===== src/rtl/multu_hilo_unit_pkg.sv =====
// rtl/multu_hilo_unit_pkg.sv - shared funct codes, state enum and width default for the HI/LO unit
package multu_hilo_unit_pkg;

    localparam int WIDTH_DEF = 32;

    // R-type funct codes, shared with the EX-stage result mux
    localparam logic [5:0] MULTU = 6'b011001;
    localparam logic [5:0] MTHI  = 6'b010001;
    localparam logic [5:0] MTLO  = 6'b010011;
    localparam logic [5:0] MFHI  = 6'b010000;
    localparam logic [5:0] MFLO  = 6'b010010;

    typedef enum logic [1:0] {
        IDLE = 2'd0,
        MUL  = 2'd1,
        DONE = 2'd2
    } state_t;

endpackage


===== src/rtl/multu_hilo_unit_if.sv =====
// rtl/multu_hilo_unit_if.sv - command and HI/LO result bundle between control unit and HI/LO unit
import multu_hilo_unit_pkg::*;

interface multu_hilo_unit_if #(
    parameter int WIDTH = WIDTH_DEF
);
    logic             en;
    logic [5:0]       funct;
    logic [WIDTH-1:0] src_a;
    logic [WIDTH-1:0] src_b;
    logic [WIDTH-1:0] hi_out;
    logic [WIDTH-1:0] lo_out;
    logic             busy;
    logic             done;

    modport master (
        output en, funct, src_a, src_b,
        input  hi_out, lo_out, busy, done
    );

    modport slave (
        input  en, funct, src_a, src_b,
        output hi_out, lo_out, busy, done
    );
endinterface


===== src/rtl/multu_hilo_unit_shift_add_step.sv =====
// rtl/multu_hilo_unit_shift_add_step.sv - one combinational shift-add multiply iteration
import multu_hilo_unit_pkg::*;

module multu_hilo_unit_shift_add_step #(
    parameter int WIDTH = WIDTH_DEF
) (
    input  logic [2*WIDTH-1:0] product,
    input  logic [WIDTH-1:0]   multiplicand,
    output logic [2*WIDTH-1:0] next_product
);
    logic [WIDTH:0] sum;

    // Add the multiplicand into the upper half when the current multiplier bit is set, keep the carry, shift right
    always_comb begin
        sum          = {1'b0, product[2*WIDTH-1:WIDTH]} + (product[0] ? {1'b0, multiplicand} : '0);
        next_product = {sum, product[WIDTH-1:1]};
    end
endmodule


===== src/rtl/multu_hilo_unit.sv =====
// rtl/multu_hilo_unit.sv - sequential MULTU plus MTHI/MTLO producer for the HI/LO registers
import multu_hilo_unit_pkg::*;

module multu_hilo_unit #(
    parameter int WIDTH = WIDTH_DEF,
    parameter int CNT_W = 5
) (
    input  logic                clk,
    input  logic                rst_n,
    multu_hilo_unit_if.slave    bus
);
    state_t             state;
    logic [CNT_W-1:0]   counter;
    logic [2*WIDTH-1:0] product;
    logic [2*WIDTH-1:0] next_product;
    logic [WIDTH-1:0]   multiplicand;
    logic [WIDTH-1:0]   hi_q;
    logic [WIDTH-1:0]   lo_q;
    logic               busy_q;
    logic               done_q;

    multu_hilo_unit_shift_add_step #(
        .WIDTH (WIDTH)
    ) u_step (
        .product      (product),
        .multiplicand (multiplicand),
        .next_product (next_product)
    );

    // Command decode, iteration control and HI/LO commit; busy/done are registered alongside the state
    always_ff @(posedge clk or negedge rst_n) begin
        if (!rst_n) begin
            state        <= IDLE;
            counter      <= '0;
            product      <= '0;
            multiplicand <= '0;
            hi_q         <= '0;
            lo_q         <= '0;
            busy_q       <= 1'b0;
            done_q       <= 1'b0;
        end else begin
            case (state)
                IDLE: begin
                    if (bus.en) begin
                        case (bus.funct)
                            MULTU: begin
                                multiplicand <= bus.src_a;
                                product      <= {{WIDTH{1'b0}}, bus.src_b};
                                counter      <= '0;
                                busy_q       <= 1'b1;
                                state        <= MUL;
                            end
                            MTHI:    hi_q <= bus.src_a;
                            MTLO:    lo_q <= bus.src_a;
                            default: ;
                        endcase
                    end
                end
                MUL: begin
                    product <= next_product;
                    counter <= counter + 1'b1;
                    if (counter == CNT_W'(WIDTH - 1)) begin
                        hi_q   <= next_product[2*WIDTH-1:WIDTH];
                        lo_q   <= next_product[WIDTH-1:0];
                        busy_q <= 1'b0;
                        done_q <= 1'b1;
                        state  <= DONE;
                    end
                end
                DONE: begin
                    done_q <= 1'b0;
                    state  <= IDLE;
                end
                default: begin
                    busy_q <= 1'b0;
                    done_q <= 1'b0;
                    state  <= IDLE;
                end
            endcase
        end
    end

    assign bus.hi_out = hi_q;
    assign bus.lo_out = lo_q;
    assign bus.busy   = busy_q;
    assign bus.done   = done_q;
endmodule


===== src/flat_wrapper.sv =====
// flat-port wrapper written by rule: the top's interface ports become plain ports
module multu_hilo_unit_flat 
#(
    parameter int WIDTH = WIDTH_DEF,
    parameter int CNT_W = 5
)
  (clk, rst_n, bus_en, bus_funct, bus_src_a, bus_src_b, bus_hi_out, bus_lo_out, bus_busy, bus_done);
  multu_hilo_unit_if #(.WIDTH(WIDTH)) bus_i ();
  input  logic clk;
  input  logic rst_n;
  input wire logic [$bits(bus_i.en)-1:0] bus_en;
  input wire logic [$bits(bus_i.funct)-1:0] bus_funct;
  input wire logic [$bits(bus_i.src_a)-1:0] bus_src_a;
  input wire logic [$bits(bus_i.src_b)-1:0] bus_src_b;
  output wire logic [$bits(bus_i.hi_out)-1:0] bus_hi_out;
  output wire logic [$bits(bus_i.lo_out)-1:0] bus_lo_out;
  output wire logic [$bits(bus_i.busy)-1:0] bus_busy;
  output wire logic [$bits(bus_i.done)-1:0] bus_done;
  assign bus_i.en = bus_en;
  assign bus_i.funct = bus_funct;
  assign bus_i.src_a = bus_src_a;
  assign bus_i.src_b = bus_src_b;
  assign bus_hi_out = bus_i.hi_out;
  assign bus_lo_out = bus_i.lo_out;
  assign bus_busy = bus_i.busy;
  assign bus_done = bus_i.done;
  multu_hilo_unit #(.WIDTH(WIDTH), .CNT_W(CNT_W)) u_core (.clk(clk), .rst_n(rst_n), .bus(bus_i));
endmodule

===== config.mk =====
export PLATFORM = sky130hd
export DESIGN_NAME = multu_hilo_unit_flat
export DESIGN_NICKNAME = d
export VERILOG_FILES = /design/src/rtl/multu_hilo_unit_pkg.sv /design/src/rtl/multu_hilo_unit_if.sv /design/src/rtl/multu_hilo_unit_shift_add_step.sv /design/src/rtl/multu_hilo_unit.sv /design/src/flat_wrapper.sv
export SDC_FILE = /design/constraint.sdc
export NUM_CORES = 1
export LEC_CHECK = 0
export ABC_AREA = 1
export CAP_MARGIN = 10
export CORE_ASPECT_RATIO = 1.5
export CORE_MARGIN = 2
export CORE_UTILIZATION = 36
export CTS_CLUSTER_SIZE = 30
export DETAILED_ROUTE_END_ITERATION = 8
export SYNTH_ARGS = -nofsm -noshare
export SYNTH_HDL_FRONTEND = slang
export SYNTH_SLANG_ARGS = --single-unit
export TNS_END_PERCENT = 30

===== constraint.sdc =====
create_clock -name clk -period 2 [get_ports clk]
set_clock_uncertainty 0.05 [all_clocks]
set_input_delay 0.4 -clock clk [delete_from_list [all_inputs] [get_ports clk]]
set_output_delay 0.4 -clock clk [all_outputs]
set_load 0.01 [all_outputs]

# ---- Yosys cells after proc, flatten, opt, wreduce, memory -nomap -nowiden
# Cells that the tools add are included.
dict set report totals {
  register_bits 169
}
dict set report op_classes {
  addsub 2
  n_eq_ne 11
  muxes 25
  n_bitwise 2
  n_reduce_logical 9
}
# op n
set op_table {}
lappend op_table {{32-bit 2-to-1 mux} 7}
lappend op_table {{64-bit 2-to-1 mux} 2}
lappend op_table {{32-bit case mux with 2 select lines} 2}
lappend op_table {{64-bit case mux with 2 select lines} 1}
lappend op_table {{32-bit by 33-bit adder with 33-bit output} 1}
lappend op_table {{6-bit by 5-bit equality test with 1-bit output, second input constant} 3}
lappend op_table {{4-bit AND reduction} 3}
lappend op_table {{5-bit 2-to-1 mux} 2}
lappend op_table {{5-bit case mux with 2 select lines} 1}
lappend op_table {{3-bit AND reduction} 3}
lappend op_table {{2-bit inequality test, second input constant} 4}
lappend op_table {{2-bit 2-to-1 mux} 3}
lappend op_table {{5-bit by 1-bit adder with 5-bit output, second input constant} 1}
lappend op_table {{5-bit equality test, second input constant} 1}
lappend op_table {{1-bit 2-to-1 mux} 4}
lappend op_table {{2-bit case mux with 2 select lines} 1}
lappend op_table {{1-bit case mux with 3 select lines} 1}
lappend op_table {{2-bit by 1-bit equality test with 1-bit output, second input constant} 1}
lappend op_table {{2-bit equality test, second input constant} 1}
lappend op_table {{2-bit logical NOT} 1}
lappend op_table {{2-bit by 1-bit inequality test with 1-bit output, second input constant} 1}
lappend op_table {{1-bit inverter} 2}
lappend op_table {{1-bit case mux with 2 select lines} 1}
lappend op_table {{2-bit AND reduction} 1}
lappend op_table {{2-bit nonzero test} 1}

# ---- Logic depth before layout (Yosys ltp)
dict set report logic_depth {
  word_depth 4
  depth_mapped 17
}

# ---- Modules after synthesis
# Synthesis repeated with hierarchy kept, for this count alone.
dict set report hier_totals {
  hier_cells 1564
  area_unflattened_um2 10485.1
}
# module instances cells_each area_per_inst_um2 seq_area_each_um2
set by_module_without_submodules {}
lappend by_module_without_submodules {multu_hilo_unit 1 965 7577.3 4229.1}
lappend by_module_without_submodules {multu_hilo_unit_shift_add_step 1 599 2907.8 0.0}

# ---- Worst setup path after synthesis
# No wires, ideal clock.
dict set report synth_path {
  kind {reg-to-reg}
  from {register u_core.product[0]}
  to {register u_core.hi_q[27], in the netlist u_core.bus.hi_out[27]}
  setup_time_ps 77
  t_arrival_ps 2029
  required_time_ps 1873
  path_slack_ps -157
  path_stages_with_launch 15
  n_path_buf 2
  path_cell_list {dfrtp_1 > clkbuf_1 > clkbuf_1 > nand2_1 > inv_1 > ha_1 > nand2_1 > inv_1 > a21oi_1 > nand3_1 > nand2_1 > nand2_1 > nand2_1 > nand3_1 > a21oi_1}
}
dict set report synth_via {
  elab_chain_len 4
}
# item line
set synth_lines {}
lappend synth_lines {{from (decl)} multu_hilo_unit.sv:14} ;# logic [2*WIDTH-1:0] product;
lappend synth_lines {{from (signal assigned)} multu_hilo_unit.sv:48} ;# product <= {{WIDTH{1'b0}}, bus.src_b};
lappend synth_lines {{from (signal assigned)} multu_hilo_unit.sv:60} ;# product <= next_product;
lappend synth_lines {{32-bit 2-to-1 mux} multu_hilo_unit_shift_add_step.sv:15} ;# sum = {1'b0, product[2*WIDTH-1:WIDTH]} + (product[0] ? {1'b0, multiplicand} : '0);
lappend synth_lines {{32-bit by 33-bit adder with 33-bit output} multu_hilo_unit_shift_add_step.sv:15}
lappend synth_lines {{32-bit 2-to-1 mux} multu_hilo_unit.sv:62} ;# if (counter == CNT_W'(WIDTH - 1)) begin
lappend synth_lines {{32-bit case mux with 2 select lines} multu_hilo_unit.sv:42} ;# case (state)
lappend synth_lines {{to (signal assigned)} multu_hilo_unit.sv:53} ;# MTHI: hi_q <= bus.src_a;
lappend synth_lines {{to (signal assigned)} multu_hilo_unit.sv:63} ;# hi_q <= next_product[2*WIDTH-1:WIDTH];
lappend synth_lines {{to (decl)} multu_hilo_unit.sv:17} ;# logic [WIDTH-1:0] hi_q;
# Every way passes these cells. The select of a mux whose other input is x is not followed.
# A chain may end at the register's enable or synchronous reset.

# ---- Final worst setup path
dict set report layout_path {
  from {register u_core.product[0]}
  to {register u_core.hi_q[15], in the netlist u_core.bus.hi_out[15]}
}
# Same word-level chain as after synthesis.

==> reports/results.ini <==
[critical_path]
worstReg2RegEnd=u_core.bus.hi_out[15]
cp.required_ns=2.32
rr_startpoint=u_core.product[0]
start_kind=flop
crit_path_max_fanout=14
critPathKind=flop to flop
crit_arrival_ns=2.59
worst-r2r-setup-slack_ns=-0.26
reg2reg_depth=15
worstSetupEndpointType=flop

[logic_synthesis]
synthTopCellsByArea=dfrtp_1, nand2_1, nand3_1
ys_dominant_reg_cell=dfrtp_1
synth_largest_area_cell=dfrtp_1
synth_edf_count=0
synth-seq-cells=169
synthDominantCellAreaShare_pct=44.0
yosysMostFrequentCell=nand2_1
synth.avg_cell_area_sq_um=7.48
netlist_top_cells_count=nand2_1, inv_1, dfrtp_1
syn_nets=1394
yosysWarnings=0
async_reset_ff_share_pct=100
synth.yosys.seq_area_share_pct=44.0
synthCells=1286
syn-cell-area_sq_mm=0.00962
ys_types=33

[global_route]
grtUsageTotal_pct=23.0
grt_max_degree=68
antenna_found_initial=1
first_global_vias=9192
grt_overflow=0
grt_pass1_wl_mm=49.3

[placed_design]
gp_congestion=0.917
placed_area_sq_mm=0.0124
dp_hpwl_mm=23.4
port_buffers=138
dp.cells=1818
dpl_worst_slack_ns=-0.490

[outcome]
violations=setup timing
status=finished with violations

[timing]
finalCritPeriodShare_pct=113
report.final.slew_viol_count=0
rsz0062_at_grt=true
max_slew_margin_pct=74.0
setup_viol=54
fin_ws_ns=-0.265
fmax_mhz=442
worst-slew-pin-transition_ns=0.390
min_period_ns=2.26
report.final.hold_viol_count=0
final.setup.tns_ns=-7.23

[drt]
routed_wl_mm=31.3
drc_errors=0
vias_per_cell=4.95
drtIter0Drc=618
first_pass_iters=5
final_antenna_net_count=0
num_vias=9209
wl_per_cell_microns=16.8

[floorplanning]
die_h_microns=204
die_w_microns=137
rows=73
io_pins=139
initial_core_util_pct=36.4
core_sq_mm=0.0264
die_area_sq_mm=0.0281

[flow_run]
drv_cap=0

[cts]
clkSinkCount=169
cts_root_buffer=clkbuf_16
cts_made_buffers=17
cts_buffer_depth=2
clkLatencyLatePin_ns=0.44
cts_tree=yes
h-tree-depth=4
cts.clk_slew.worst_paths_ns=0.07

[layout]
stdcell_area_sq_mm=0.0139
nNetsFinal=1617
fin_cells=1860
fill_cells=2462
post-route-util_pct=52.7
drive_above_1_share_pct=25.5
syn_to_final_growth_pct=44.7

[min_path]
hp-class=primary input to async pin

[power_and_ir_drop]
cellPowerDensity_mw_per_mm2=1120
ir_worst_vdd_mv=0.634
leakage_nw=7.17

flip-flops by register name (all words and copies together), names as in the netlist:
signal and cells:
u_core.bus.busy 1, u_core.bus.done 1, u_core.bus.hi_out 32, u_core.bus.lo_out 32, u_core.counter 5, u_core.multiplicand 32
u_core.product 64, u_core.state 2
per-stage QoR:
stage	hold WS (ns)	total power, mW
final	0.388	15.6
after global routing	0.411	16.5
after global placement	0.280	11.4
after detailed placement	0.282	11.5
after floorplan	0.0544	8.45
after CTS	0.380	15.5
worst max-delay path by stage:
stage | startpoint | to | slack, ns
floorplan | u_core.product[0] | u_core.bus.hi_out[30] | 0.0009
global placement | u_core.product[0] | u_core.bus.hi_out[21] | -0.48
detailed placement | u_core.product[0] | u_core.bus.hi_out[27] | -0.49
CTS | u_core.product[0] | u_core.bus.hi_out[15] | -0.26
global route | u_core.product[0] | u_core.bus.hi_out[15] | -0.39
finish | u_core.product[0] | u_core.bus.hi_out[15] | -0.26
what timing repair did:
item	in CTS	in global routing
hold buffers	1	0
endpoints found under the hold margin	32	0
buffers inserted	4	4
setup endpoints to repair	61	93
resized for setup	146	81
pin swaps	22	19
critical path, stage by stage (launching register included):
cell	delay, ns
dfrtp_2	0.44
buf_12	0.16
nand2_2	0.06
inv_2	0.04
ha_4	0.24
nand2_2	0.07
nand2_2	0.05
buf_4	0.13
a21oi_4	0.15
buf_6	0.12
nor2_1	0.03
nor2_1	0.12
nand2_2	0.09
xor2_1	0.19
nand2_1	0.12
a21oi_2	0.14
power breakdown:
part | leakage, nW | switching [mW] | internal, mW
sequential | 2.14 | 0.968 | 4.70
combinational | 4.74 | 3.06 | 3.42
clock | 0.288 | 1.55 | 1.91
layer usage:
layer | vias to the layer above | part of all wire, % | track usage (%)
li1 | 4567 | - | -
met3 | 42 | 3.7 | 3.03
met1 | 4402 | 44 | 30.7
met4 | 0 | 2.3 | 7.22
met5 | - | 0 | 0
met2 | 198 | 50 | 38.5
cell type report:
type                       instances  area (sq um)  area share, %
clock buffer                      18           439           3.15
inverter                         172           652           4.68
antenna                            1          2.50         0.0180
multi-input combinational        895          5550           39.9
sequential                       169          4230           30.4
clock inverter                    14           168           1.20
tap                              337           422           3.03
timing repair buffer             254          2460           17.7
kinds of logic (layout without fill, tap and decap cells):
family,count (synthesis),count (layout),share of synthesized area [%]
AND/OR/NAND/NOR,653,653,28.1
XOR/XNOR,5,5,0.455
buffers and inverters,222,458,9.22
other,0,1,0
AO/OA/AOI/OAI,173,173,9.57
multiplexers,29,29,4.02
adder cells (fa/ha/maj),35,35,4.63
flip-flops,169,169,44.0
layout by cell type, fill, tap and decap left out, types with 28 or more instances in the layout:
cell type and count:
nand2_2 59, dfrtp_1 168, nand2_1 330, a21oi_1 54
ha_4 28, nor2_1 59, o21ai_0 45, a21oi_2 29
clkdlybuf4s50_1 137, nand3_1 126, buf_4 96, inv_1 151
No activity file was read; power rests on OpenSTA's default activity.
